**src/rtl/skid_buffer.sv**
```systemverilog
// skid_buffer: two-entry registered valid/ready stage.
// Cuts both the data/valid path and the ready path.
module skid_buffer #(
    parameter int DATA_WIDTH = 8
) (
    input  logic                  clk_i,
    input  logic                  rstn_i,
    input  logic [DATA_WIDTH-1:0] s_data_i,
    input  logic                  s_valid_i,
    output logic                  s_ready_o,
    output logic [DATA_WIDTH-1:0] m_data_o,
    output logic                  m_valid_o,
    input  logic                  m_ready_i,
    output logic [1:0]            count_o
);

    typedef enum logic [1:0] {
        EMPTY = 2'd0,
        BUSY  = 2'd1,
        FULL  = 2'd2
    } state_t;

    state_t                state_q;
    state_t                state_n;
    logic [DATA_WIDTH-1:0] main_q;
    logic [DATA_WIDTH-1:0] skid_q;
    logic                  ready_q;
    logic                  valid_q;
    logic [1:0]            count_q;

    logic                  xfer_in;
    logic                  xfer_out;
    logic                  load_main_in;
    logic                  load_main_skid;
    logic                  load_skid;

    assign xfer_in  = s_valid_i & ready_q;
    assign xfer_out = valid_q & m_ready_i;

    // Next state and storage-load selects from the two handshakes.
    always_comb begin
        state_n        = state_q;
        load_main_in   = 1'b0;
        load_main_skid = 1'b0;
        load_skid      = 1'b0;
        unique case (state_q)
            EMPTY: begin
                if (xfer_in) begin
                    load_main_in = 1'b1;
                    state_n      = BUSY;
                end
            end
            BUSY: begin
                if (xfer_in && xfer_out) begin
                    load_main_in = 1'b1;
                end else if (xfer_in) begin
                    load_skid = 1'b1;
                    state_n   = FULL;
                end else if (xfer_out) begin
                    state_n = EMPTY;
                end
            end
            FULL: begin
                if (xfer_out) begin
                    load_main_skid = 1'b1;
                    state_n        = BUSY;
                end
            end
            default: begin
                state_n = EMPTY;
            end
        endcase
    end

    // State plus registered handshake/count outputs; ready stays low in reset.
    always_ff @(posedge clk_i or negedge rstn_i) begin
        if (!rstn_i) begin
            state_q <= EMPTY;
            ready_q <= 1'b0;
            valid_q <= 1'b0;
            count_q <= 2'd0;
        end else begin
            state_q <= state_n;
            ready_q <= (state_n != FULL);
            valid_q <= (state_n != EMPTY);
            count_q <= state_n;
        end
    end

    // Payload storage: main is always the older word.
    always_ff @(posedge clk_i or negedge rstn_i) begin
        if (!rstn_i) begin
            main_q <= '0;
            skid_q <= '0;
        end else begin
            if (load_main_in) begin
                main_q <= s_data_i;
            end else if (load_main_skid) begin
                main_q <= skid_q;
            end
            if (load_skid) begin
                skid_q <= s_data_i;
            end
        end
    end

    assign s_ready_o = ready_q;
    assign m_valid_o = valid_q;
    assign m_data_o  = main_q;
    assign count_o   = count_q;

endmodule

```
**config.mk**
```make
export PLATFORM = sky130hd
export DESIGN_NAME = skid_buffer
export DESIGN_NICKNAME = d
export VERILOG_FILES = /design/src/rtl/skid_buffer.sv
export SDC_FILE = /design/constraint.sdc
export NUM_CORES = 1
export LEC_CHECK = 0
export ABC_AREA = 1
export CAP_MARGIN = 30
export CELL_PAD_IN_SITES_DETAIL_PLACEMENT = 0
export CELL_PAD_IN_SITES_GLOBAL_PLACEMENT = 1
export CORE_UTILIZATION = 31
export CTS_CLUSTER_DIAMETER = 30
export CTS_CLUSTER_SIZE = 28
export DETAILED_ROUTE_END_ITERATION = 6
export GPL_TIMING_DRIVEN = 0
export PLACE_DENSITY_LB_ADDON = 0.08
export SETUP_SLACK_MARGIN = 0.4
export SYNTH_ARGS = -nofsm -noshare
export SYNTH_HDL_FRONTEND = slang
export SYNTH_SLANG_ARGS = --single-unit
```
**constraint.sdc**
```tcl
create_clock -name clk_i -period 1.06 [get_ports clk_i]
set_input_delay 0.212 -clock clk_i [delete_from_list [all_inputs] [get_ports clk_i]]
set_output_delay 0.212 -clock clk_i [all_outputs]
set_load 0.01 [all_outputs]
```
# Yosys cells after proc, flatten, opt, wreduce, memory -nomap -nowiden

Index checks and enable logic that the tools add are counted.

Add/sub/neg operators: 0
Multipliers: 0
Divide/modulo/power cells: 0
Order comparisons: 0
Equality and inequality tests: 3
Shifts and indexed selects: 0
Multiplexer cells: 15
Bitwise gates (word level): 2
Reductions and logical operators: 4

Operators by type and width:

| cell                                          | number |
|---|---|
| 2-to-1 mux 8 bit                              | 2 |
| 2-to-1 mux 2 bit                              | 5 |
| 2-to-1 mux 1 bit                              | 6 |
| one-hot mux 2 bit (3 select lines)            | 1 |
| nonzero test 2 bit                            | 2 |
| AND 1 bit                                     | 2 |
| == test 2 x 1 -> 1 bit, second input constant | 1 |
| == test 2 bit, second input constant          | 1 |
| zero test 2 bit                               | 1 |
| != test 2 bit, second input constant          | 1 |
| one-hot mux 1 bit (2 select lines)            | 1 |
| logical AND 1 bit                             | 1 |

Bits in registers: 20
Latch bits: 0
Memory bits (writable): 0
Memory bits (read-only): 0
Output and inout port bits: 12
Logic and storage cells: 29
Memories kept: 0

# Depth between registers and ports, before layout

Depth in word-level cells: 6
Depth in mapped cells: 6
Gate-level depth less buffers: 6

# Worst setup path before layout

Ideal clock, no wire load.

Kind: register to register
From: reg count_o[1] (netlist name)
To: reg skid_q[5]
Setup time: 0.117 ns
Arrival time: 1.074 ns
Slack: -0.131 ns
Cell stages (with the launch flop): 6
Path buffers: 1
Cells stage by stage: dfrtp_1 -> nor2_4 -> nand3_4 -> buf_6 -> nand2_2 -> o21ai_2

RTL lines:

| element              | line | source |
|---|---|---|
| end signal, assigned | 102  | `skid_q <= s_data_i;` |
| end, declared        | 26   | `logic [DATA_WIDTH-1:0] skid_q;` |

==> flow_metrics.env <==
export IMPL_clockRootBuffer="clkbuf_4"
export IMPL_routed_wl_um=2394
export IMPL_internal_power_w=0.002541
export IMPL_die_w_um=56.28
export IMPL_initial_core_util_pct=32.84
export IMPL_ios=24
export IMPL_post_dp_cell_area_um2=1192
export IMPL_p_clk_share_pct=10.6
export IMPL_synth_cell_type_count=12
export IMPL_cts_tree="yes"
export IMPL_synthTopCellsByArea="dfrtp_1 (55%), nand3_1 (14%), nand2_1 (8.2%)"
export IMPL_period_needed_ns=1.172
export IMPL_maxCapViolations=0
export IMPL_pwr_share_comb_pct=56.1
export IMPL_nNetsFinal=152
export IMPL_synth_top_area_share_pct=54.79
export IMPL_dp_hpwl_um=1358
export IMPL_cts_made_buffers=3
export IMPL_startpoint_type="flop"
export IMPL_h_tree_depth=1
export IMPL_worstPathArrival_ns=1.37
export IMPL_synthCells=97
export IMPL_relSlewSlack_pct=64.37
export IMPL_drt_iter0_drc=22
export IMPL_finalSetupViolCount=23
export IMPL_grt_pass1_vias=738
export IMPL_vdd_drop_max_mv=1.846
export IMPL_wl_per_cell_um=14.08
export IMPL_yosysTopAreaCell="dfrtp_1"
export IMPL_fin_ws_ns=-0.1122
export IMPL_antenna_cells=0
export IMPL_yosys_warnings=0
export IMPL_status="finished, violations left"
export IMPL_die_h_um=56.28
export IMPL_max_freq_mhz=853.1
export IMPL_clock_sinks=20
export IMPL_tns_ns=-1.690
export IMPL_syn_nets=109
export IMPL_first_pass_iters=4
export IMPL_worstMarginPinSlew_ns=0.5344
export IMPL_antenna_left=0
export IMPL_whs_ns=-0.03995
export IMPL_slew_viol_final=0
export IMPL_cp_end_kind="flop"
export IMPL_crit_path_max_fanout=5
export IMPL_p_sw_w=0.001734
export IMPL_rows=19
export IMPL_ff2ff_path_depth=5
export IMPL_clock_latency_ns=0.30
export IMPL_worst_setup_path_type="reg2reg"
export IMPL_grt_pass1_wl_um=3719
export IMPL_grt_overflow=0
export IMPL_dieArea_um2=3167
export IMPL_area_delta_synth_final_pct=68.08
export IMPL_p_leak_nw=0.7944
export IMPL_syn_area_um2=913.4
export IMPL_grt_usage_pct=15.70
export IMPL_drc=0
export IMPL_design_area_um2=1535
export IMPL_core_area_um2=2781
export IMPL_clock_skew_ns=0.003427
export IMPL_grt_start_max_net_pins=21
export IMPL_synth_avg_cell_area_um2=9.416
export IMPL_crit_required_ns=1.26
export IMPL_hold_path_class="in2async"
export IMPL_vias=807
export IMPL_clkTransAtPathRegs_ns=0.12
export IMPL_ys_ff_latch=20
export IMPL_fill_cells=249
export IMPL_power_frac_seq_pct=33.2
export IMPL_viasPerCell=4.747
export IMPL_yosysSeqAreaShare_pct=54.79
export IMPL_power_density_cell_area_nw_per_um2=2785
export IMPL_numPortBuffers=23
export IMPL_sw_frac_of_total_pct=40.56
export IMPL_drive_gt1_share_pct=58.27
export IMPL_place_congestion=0.7067
export IMPL_power_total_w=0.004275
export IMPL_antenna_found_initial=0
export IMPL_violations="negative hold slack, negative setup slack"
export IMPL_hold_viol_final=20
export IMPL_rsz0062_at_grt="true"
export IMPL_cts_buffer_depth=2
export IMPL_finalCritPeriodShare_pct=110.6
==> state kept, by name, indices dropped and copies added, names as in the netlist <==
| name | flops |
|---|---|
| count_o | 2 |
| m_data_o | 8 |
| m_valid_o | 1 |
| s_ready_o | 1 |
| skid_q | 8 |
==> layout make-up <==
type                            instances  area, µm²  share of cell area [%]
Timing Repair Buffer                   36      342.8                   22.33
Buffer                                  1      20.02                   1.304
Clock buffer                            4      36.28                   2.363
Multi-Input combinational cell         65      533.0                   34.72
Tap cell                               31      38.79                   2.526
Sequential cell                        20      503.0                   32.76
Inverter                               13      61.31                   3.993
==> synthesized netlist by cell type (all sizes together) <==
cell	count
nand3	27
nor2	2
nand2	26
buf	1
dfrtp	20
o21ai	8
inv	13
==> through the flow <==
stage | hold slack (ns) | utilization [%] | std cells | setup slack [ns]
floorplan | -0.08359 | - | 97 | -0.1177
global placement | 0.4651 | 42.87 | 151 | -0.6095
detailed placement | 0.4682 | 42.87 | 151 | -0.6060
CTS | -0.02399 | 49.71 | 167 | -0.07333
global route | -0.003873 | 55.20 | 170 | -0.1712
finish | -0.03995 | 55.20 | 170 | -0.1122
==> placed cells by master, fill, tap and decap left out <==
cell type	n
nand2_4	10
buf_4	4
nand2_1	4
nand3_4	1
buf_2	11
dfrtp_2	2
buf_6	6
o21ai_2	8
dfrtp_1	18
clkdlybuf4s50_1	9
clkinv_8	1
clkbuf_4	3
nand2_2	12
nand3_2	10
buf_12	5
clkbuf_8	1
nand2_8	2
clkdlybuf4s15_2	1
inv_2	2
inv_1	10
nor2_4	2
nand3_1	16
dlygate4sd2_1	1
==> path summary, 6_finish.rpt <==
check | startpoint | endpoint | slack [ns]
worst max-delay path | count_o[0] | m_data_o[4] | -0.11
worst max register to register | count_o[0] | m_data_o[4] | -0.11
max in group asynchronous | rstn_i | count_o[1] | 0.71
worst min register to register | skid_q[7] | skid_q[7] | 0.52
worst min-delay path | rstn_i | skid_q[0] | -0.04
min in group clk_i | s_data_i[2] | skid_q[2] | 0.48
==> worst max-delay path, stage by stage, from the launching register on <==
cell	delay, ns
dfrtp_2	0.44
buf_6	0.14
nor2_4	0.18
nand2_4	0.13
nand3_1	0.12
nand3_2	0.06
==> kinds of logic (layout without fill, tap and decap cells) <==
logic type      after synthesis  after routing  share of synthesized area [%]
simple gates                 55             57                          30.96
compound gates                8              8                          7.672
buf+inv                      14             54                          6.575
flops                        20             20                          54.79
==> power groups by stage <==
| stage | clock [W] | sequential (W) | combinational [W] |
|---|---|---|---|
| 4_1_cts | 0.000470 | 0.00137 | 0.00203 |
| 6_report | 0.000454 | 0.00142 | 0.00240 |
| 5_1_grt | 0.000487 | 0.00148 | 0.00258 |
| 3_5_place_dp | 0 | 0.00139 | 0.00157 |
| 3_3_place_gp | 0 | 0.00138 | 0.00154 |
| 2_1_floorplan | 0 | 0.00147 | 0.000793 |
==> per-layer routing <==
metal	GRT usage, %	wire length, µm	vias up
met1	20.99	1084	391
met3	2.074	61	2
met5	0	0	-
li1	-	-	402
met2	26.36	1232	12
met4	5.226	17	0
==> timing repair <==
item,in CTS,in global routing
pin swaps,7,12
setup endpoints to repair,52,32
endpoints found under the hold margin,20,11
gates resized for setup,79,24
setup buffers,10,3
gates cloned,2,0
Power figures use the tool's default switching activity.
